[src/rtl/memory_arbiter.sv]
// memory_arbiter: serialises per-CPU instruction and data cache requests onto
// a single RAM port. One request is registered at a time, the RAM is driven
// until it reports completion, and the requester is released with a one-cycle
// low pulse on its wait bit while the load buses carry the registered data.
module memory_arbiter #(
  parameter int CPUS = 2
) (
  input  logic                 CLK,
  input  logic                 nRST,
  input  logic [CPUS-1:0]      iREN,
  input  logic [CPUS*32-1:0]   iaddr,
  output logic [CPUS-1:0]      iwait,
  output logic [CPUS*32-1:0]   iload,
  input  logic [CPUS-1:0]      dREN,
  input  logic [CPUS-1:0]      dWEN,
  input  logic [CPUS*32-1:0]   daddr,
  input  logic [CPUS*32-1:0]   dstore,
  output logic [CPUS-1:0]      dwait,
  output logic [CPUS*32-1:0]   dload,
  output logic                 ramREN,
  output logic                 ramWEN,
  output logic [31:0]          ramaddr,
  output logic [31:0]          ramstore,
  input  logic [31:0]          ramload,
  input  logic [1:0]           ramstate
);

  localparam logic [1:0] ST_IDLE   = 2'd0;
  localparam logic [1:0] ST_ACCESS = 2'd1;
  localparam logic [1:0] ST_RESP   = 2'd2;

  localparam logic [1:0] RAM_ACCESS = 2'd2;
  localparam logic [1:0] RAM_ERROR  = 2'd3;

  logic [1:0]  state_q, state_d;
  logic        rr_q, rr_d;
  logic        src_cpu_q, src_cpu_d;
  logic        src_d_q, src_d_d;       // 1 = data request, 0 = instruction fetch
  logic        is_write_q, is_write_d;
  logic [31:0] addr_q, addr_d;
  logic [31:0] wdata_q, wdata_d;
  logic [31:0] rdata_q, rdata_d;

  // Requests widened to two slots so a single-CPU build never indexes past
  // its ports; the unused slot simply never requests.
  logic [1:0]  i_req, d_req, d_wr;
  logic [31:0] i_addr_x [2];
  logic [31:0] d_addr_x [2];
  logic [31:0] d_data_x [2];

  // Unpack the per-CPU request buses into fixed two-entry form.
  always_comb begin
    // NOTE: every signal assigned in a combinational block gets a default
    // first, so no path leaves it holding a value and inferring a latch.
    i_req = '0;
    d_req = '0;
    d_wr  = '0;
    for (int c = 0; c < 2; c++) begin
      i_addr_x[c] = '0;
      d_addr_x[c] = '0;
      d_data_x[c] = '0;
    end
    for (int c = 0; c < CPUS; c++) begin
      i_req[c]    = iREN[c];
      d_req[c]    = dREN[c] | dWEN[c];
      d_wr[c]     = dWEN[c];
      i_addr_x[c] = iaddr[c*32 +: 32];
      d_addr_x[c] = daddr[c*32 +: 32];
      d_data_x[c] = dstore[c*32 +: 32];
    end
  end

  logic other_cpu;
  logic grant;
  logic sel_cpu;
  logic sel_d;

  // Pick the winner: data before instruction, CPU rr before the other CPU.
  always_comb begin
    other_cpu = ~rr_q;
    grant     = 1'b1;
    sel_cpu   = rr_q;
    sel_d     = 1'b1;
    if (d_req[rr_q]) begin
      sel_cpu = rr_q;
      sel_d   = 1'b1;
    end else if (d_req[other_cpu]) begin
      sel_cpu = other_cpu;
      sel_d   = 1'b1;
    end else if (i_req[rr_q]) begin
      sel_cpu = rr_q;
      sel_d   = 1'b0;
    end else if (i_req[other_cpu]) begin
      sel_cpu = other_cpu;
      sel_d   = 1'b0;
    end else begin
      grant   = 1'b0;
    end
  end

  // Next-state logic: latch the grant in IDLE, wait out the RAM in ACCESS,
  // release the requester for one cycle in RESP.
  always_comb begin
    state_d    = state_q;
    rr_d       = rr_q;
    src_cpu_d  = src_cpu_q;
    src_d_d    = src_d_q;
    is_write_d = is_write_q;
    addr_d     = addr_q;
    wdata_d    = wdata_q;
    rdata_d    = rdata_q;
    case (state_q)
      ST_IDLE: begin
        if (grant) begin
          src_cpu_d  = sel_cpu;
          src_d_d    = sel_d;
          // A data request carrying both dREN and dWEN is treated as a write.
          is_write_d = sel_d & d_wr[sel_cpu];
          addr_d     = sel_d ? d_addr_x[sel_cpu] : i_addr_x[sel_cpu];
          wdata_d    = sel_d ? d_data_x[sel_cpu] : 32'd0;
          state_d    = ST_ACCESS;
        end
      end
      ST_ACCESS: begin
        if (ramstate == RAM_ACCESS) begin
          rdata_d = ramload;
          state_d = ST_RESP;
        end else if (ramstate == RAM_ERROR) begin
          // Drop back without a response; the still-pending request is
          // simply arbitrated again.
          state_d = ST_IDLE;
        end
      end
      ST_RESP: begin
        if (CPUS == 2) rr_d = ~rr_q;
        state_d = ST_IDLE;
      end
      default: state_d = ST_IDLE;
    endcase
  end

  // State and request latches; everything returns to a known value on reset
  // because the load buses are visible outputs straight from rdata.
  always_ff @(posedge CLK or negedge nRST) begin
    if (!nRST) begin
      state_q    <= ST_IDLE;
      rr_q       <= 1'b0;
      src_cpu_q  <= 1'b0;
      src_d_q    <= 1'b0;
      is_write_q <= 1'b0;
      addr_q     <= '0;
      wdata_q    <= '0;
      rdata_q    <= '0;
    end else begin
      // NOTE: sequential state uses non-blocking assignments so every
      // register samples the values from before this edge.
      state_q    <= state_d;
      rr_q       <= rr_d;
      src_cpu_q  <= src_cpu_d;
      src_d_q    <= src_d_d;
      is_write_q <= is_write_d;
      addr_q     <= addr_d;
      wdata_q    <= wdata_d;
      rdata_q    <= rdata_d;
    end
  end

  logic [1:0] iwait_x, dwait_x;

  // Outputs decode from registered state only, so an asynchronous reset
  // drops the RAM enables and wait pulses immediately.
  always_comb begin
    iwait_x = 2'b11;
    dwait_x = 2'b11;
    if (state_q == ST_RESP) begin
      if (src_d_q) dwait_x[src_cpu_q] = 1'b0;
      else         iwait_x[src_cpu_q] = 1'b0;
    end
    ramREN   = (state_q == ST_ACCESS) & ~is_write_q;
    ramWEN   = (state_q == ST_ACCESS) &  is_write_q;
    ramaddr  = (state_q == ST_ACCESS) ? addr_q  : 32'd0;
    ramstore = (state_q == ST_ACCESS) ? wdata_q : 32'd0;
  end

  assign iwait = iwait_x[CPUS-1:0];
  assign dwait = dwait_x[CPUS-1:0];
  assign iload = {CPUS{rdata_q}};
  assign dload = {CPUS{rdata_q}};

endmodule

[config.mk]
export PLATFORM = sky130hd
export DESIGN_NAME = memory_arbiter
export DESIGN_NICKNAME = d
export VERILOG_FILES = /design/src/rtl/memory_arbiter.sv
export SDC_FILE = /design/constraint.sdc
export NUM_CORES = 1
export LEC_CHECK = 0
export CAP_MARGIN = 10
export CELL_PAD_IN_SITES_DETAIL_PLACEMENT = 0
export CELL_PAD_IN_SITES_GLOBAL_PLACEMENT = 1
export CORE_AREA = 2 2 168 170
export DETAILED_ROUTE_END_ITERATION = 10
export DIE_AREA = 0 0 170 172
export PLACE_DENSITY = 0.81
export SKIP_CTS_REPAIR_TIMING = 1
export SLEW_MARGIN = 0
export SYNTH_ARGS = -nofsm -noshare
export SYNTH_HDL_FRONTEND = slang
export SYNTH_SLANG_ARGS = --single-unit
[constraint.sdc]
create_clock -name CLK -period 4.4 [get_ports CLK]
set_input_delay 0.88 -clock CLK [delete_from_list [all_inputs] [get_ports CLK]]
set_output_delay 0.88 -clock CLK [all_outputs]
set_load 0.05 [all_outputs]
== Yosys cells after proc, flatten, opt, wreduce, memory -nomap -nowiden ==
Cells that the tools add are included.
Cells by class
  bitwise gates (word level): 9
  eq/ne operators: 6
  muxes and demuxes: 45
  reduce and logical (&&, ||, !) cells: 5
  $lt $le $gt $ge: 6
Operators by type and width (number)
  2-to-1 mux 32 bit: 13
  2-to-1 mux 1 bit: 23
  2-to-1 mux 2 bit: 7
  < comparator 1 x 2 -> 1 bit, second input constant: 4
  == test 2 bit, second input constant: 3
  AND reduction 2 bit: 3
  one-hot mux 2 bit (2 select lines): 1
  AND 1 bit: 3
  inequality test 3 bit, second input constant: 1
  == test 2 x 1 -> 1 bit, second input constant: 1
  greater-or-equal comparator 2 bit, second input constant: 1
  logical NOT 2 bit: 1
  inequality test 2 bit, second input constant: 1
  inverter 1 bit: 2
  inverter 1 -> 2 bit: 1
  inverter 2 bit: 1
  bitwise OR 1 bit: 2
  demux 1 bit (select 1 bit): 1
  greater-or-equal comparator 1 bit, second input constant: 1
  logical AND 1 bit: 1
Word-level totals
  register bits after elaboration: 102
  logic and storage cells: 79
  bits of input ports: 234

== Longest topological paths before layout ==
  depth in word-level cells: 12
  gate-level depth with buffers: 8

== Worst setup path after synthesis ==
OpenSTA, ideal clock, no wires.
  path type: reg2out
  from: register state_q[0]
  to: output port ramaddr[0]
  data required time: 3.520 ns
  slack: 2.103 ns
  arrival: 1.417 ns
  cell stages (with the launch flop): 5
  path buffers: 2
  cells stage by stage: dfrtp_1 nor2b_1 clkbuf_1 clkbuf_1 and2_1
Between the ends
  longest elaborated chain between the ends: 2
RTL lines
  from (decl): RTL line 35  | logic [1:0] state_q, state_d;
  from (signal assigned): RTL line 157  | state_q <= state_d;
  == test 2 x 1 -> 1 bit: RTL line 181  | ramaddr = (state_q == ST_ACCESS) ? addr_q : 32'd0;
  2-to-1 mux 32 bit: RTL line 181
  to (decl): RTL line 22  | output logic [31:0] ramaddr,
Every way passes these cells.

== Worst setup path in the final report ==
  from: register state_q[1]
  to: output port ramstore[7]
Between the ends
  longest elaborated chain between the ends: 2
RTL lines
  == test 2 x 1 -> 1 bit: RTL line 182  | ramstore = (state_q == ST_ACCESS) ? wdata_q : 32'd0;
  2-to-1 mux 32 bit: RTL line 182
  to (decl): RTL line 23  | output logic [31:0] ramstore,
Every way passes these cells.

==> impl_summary.log <==
INFO  metric grt_max_degree = 54
INFO  metric wl_per_cell = 17.4 µm
INFO  metric critical_path_peak_fanout = 40
INFO  metric timing.max_cap.violations = 0
INFO  metric cts_max_path_buffers = 2
INFO  metric timing.setup.tns = 0 ns
INFO  metric floorplan.initialDensity = 22.4%
INFO  metric rrSetupSlack = 1.93 ns
INFO  metric syn_area = 6150 µm²
INFO  metric skew_final = 0.0141 ns
INFO  metric cts_max_level = 3
INFO  metric highest_routed_layer = met4
INFO  metric timing.hold.worst_endpoint = wdata_q[23]$_DFFE_PN0P_
INFO  metric clock_slew_at_reported_path_ffs = 0.07 ns
INFO  metric first_global_vias = 5577
INFO  metric min_delay_path_depth = 2
INFO  metric antenna_found_initial = 0
INFO  metric clock.fmax = 0.271 GHz
INFO  metric synth-edff-count = 0
INFO  metric post_synth_main_area_contributors = dfrtp_1, mux2i_1, buf_4
INFO  metric synth_commonest_cells = dfrtp_1, buf_4, mux2i_1
INFO  metric hp-start = wdata_q[23]$_DFFE_PN0P_
INFO  metric worst_skew_pair.late_latency = 0.36 ns
INFO  metric synth_top_flop_cell = dfrtp_1
INFO  metric finalHoldWorstSlack = 0.476 ns
INFO  metric synth_top_cell_by_area = dfrtp_1
INFO  metric post-synth-top-count-cell = dfrtp_1
INFO  metric run_status = finished, final reports clean
INFO  metric port-buffer-count = 431
INFO  metric rsz0062_at_grt = false
INFO  metric gp_congestion = 0.774
INFO  metric drt_pass1_iterations = 4
INFO  metric max-slew-margin-rel = 23.5%
INFO  metric critPathRequiredTime = 3.52 ns
INFO  metric worstPathArrival = 2.82 ns
INFO  metric layout-drive-gt1-share = 7.49%
INFO  metric tritoncts = yes
INFO  metric share_of_async_settable_or_async_resettable_flops_after_synthesis = 100%
INFO  metric ys_ff_latch = 102
INFO  metric synth.distinct_cells = 29
INFO  metric min_path_type = reg2reg
INFO  metric die_boundary_width = 170 µm
INFO  metric slew_at_the_pin_closest_to_its_max_slew_limit = 1.15 ns
INFO  metric clock_sink_count = 102
INFO  metric final_hold_viol_count = 0
INFO  metric drv_slew = 0
INFO  metric grt_pass1_wl = 32.7 mm
INFO  metric core_footprint = 27500 µm²
INFO  metric stdcell_count = 1281
INFO  metric syn_avg_cell_area = 10.1 µm²
INFO  metric wl_met1 = 8.82 mm
INFO  metric tritoncts.num_buffers = 9
INFO  metric worst_ir_drop_on_vdd = 0.383 mV
INFO  metric timing.setup.critical_path_class = reg2out
INFO  metric r2r_worst_path_depth = 6
INFO  metric placement.setup.worst_slack = 0.970 ns
INFO  metric route.vias.total = 5527
INFO  metric top_level_ports = 432
INFO  metric detail-route-antenna-nets = 0
INFO  metric wl_met3 = 1.45 mm
INFO  metric antenna_cells_inserted = 0
INFO  metric p_per_area = 927 nW/µm²
INFO  metric min_period = 3.70 ns
INFO  metric die_area = 29200 µm²
INFO  metric grt_overflow = 0
INFO  metric drt_iter0_drcs = 143
INFO  metric postRouteWirelength = 22.3 mm
INFO  metric post_drt_via_cell_ratio = 4.31
INFO  metric syn-num-nets = 842
INFO  metric synth.yosys.seq_area_share = 41.5%
INFO  metric postLayoutSetupSlackWorst = 0.704 ns
INFO  metric finalCritPeriodShare = 84.0%
INFO  metric yosys_warnings = 0
INFO  metric crit-reg2reg-capture = addr_q[30]$_DFFE_PN0P_
INFO  metric area_growth_syn_to_layout = 69.5%
INFO  metric dp_hpwl = 17.2 mm
INFO  metric globalRouteTotalUtil = 14.7%
INFO  metric category_of_the_worst_setup_path_capture_point = output pin
INFO  metric cell_count_after_synthesis = 608
INFO  metric timing.critical_path.from_type = flop
INFO  metric r2r_start = rr_q$_DFFE_PN0N_
INFO  metric netlist.area_leader.share = 41.5%
INFO  metric drc = 0
INFO  metric met2_wirelength = 11.6 mm
INFO  metric setup_violations = 0
INFO  metric cts.root.buffer_cell = clkbuf_16
INFO  metric dieHeight = 172 µm
INFO  metric layout.nets = 1164
INFO  metric dpl.cell_count = 1265
INFO  metric rows = 61
INFO  metric leakagePower = 0.00423 µW
==> how the worst max path moves through the flow <==
stage,from,to,slack (ns),depth (start not counted)
3_5_place_dp,iREN[0],addr_q[30]$_DFFE_PN0P_,0.97,7
4_1_cts,state_q[1]$_DFFE_PN0P_,ramstore[7],0.61,4
2_1_floorplan,state_q[0]$_DFFE_PN0P_,ramaddr[0],2.10,4
5_1_grt,state_q[0]$_DFFE_PN0P_,ramstore[7],0.54,4
3_3_place_gp,state_q[0]$_DFFE_PN0P_,ramstore[7],0.97,4
6_report,state_q[1]$_DFFE_PN0P_,ramstore[7],0.70,4
==> registers in the layout (all words and copies together) (netlist names) <==
register    cells
src_d_q         1
wdata_q        32
rr_q            1
rdata_q        32
addr_q         32
src_cpu_q       1
is_write_q      1
state_q         2
==> worst max-delay path, stage by stage, from the launching register on <==
cell	delay, ns
dfrtp_1	0.44
nor2b_4	0.51
buf_4	0.44
and2_1	0.22
clkdlybuf4s50_1	0.82
==> layer usage <==
metal  track usage, %  vias up
met5                0        -
met3             3.39       27
met1             16.9     2611
met2             27.1      257
met4             4.38        0
li1                 -     2632
==> layout make-up <==
| cell class | count | area, µm² |
|---|---|---|
| clock buffer | 10 | 239 |
| timing repair buffer | 444 | 4420 |
| multi-input combinational | 373 | 2690 |
| tap | 346 | 433 |
| sequential | 102 | 2550 |
| fill | 2718 | 17100 |
| clock inverter | 6 | 92.6 |
==> report_power, final <==
group,leakage [µW],switching [µW],internal [µW]
logic,0.00288,4610,2370
clock network,0.000155,389,518
registers,0.00120,371,1410
total,0.00423,5370,4300
==> stage by stage <==
stage                     power, µW  util, %  cell area [µm²]
after detailed placement       8830     36.7            10100
after floorplan                6990        -             6150
after global placement         8780     36.7            10100
after CTS                      9770     37.9            10400
final                          9660     37.9            10400
after global routing          10100     37.9            10400
==> kinds of logic (layout without fill, tap and decap cells) <==
kind of cell | after synthesis | after routing | synth area share, %
compound gates | 88 | 88 | 10.3
xor+xnor | 1 | 1 | 0.142
flops | 102 | 102 | 41.5
simple gates | 171 | 171 | 13.7
buf+inv | 133 | 460 | 15.3
mux | 113 | 113 | 19.0
==> placed cells by master, fill, tap and decap left out, types with 2 or more instances in the layout <==
master / instances
a221oi_1: 24
nor2_2: 2
dfrtp_1: 102
nor2b_1: 2
nand2_1: 56
bufinv_16: 2
o21ai_0: 16
buf_4: 13
a311oi_1: 8
mux2_2: 32
clkinvlp_4: 2
clkbuf_16: 9
a21boi_0: 8
and2_1: 66
nand2b_1: 3
a211oi_1: 8
o21ai_1: 20
mux2i_1: 81
nor2_1: 36
clkdlybuf4s50_1: 430
No activity file was read; power rests on OpenSTA's default activity.
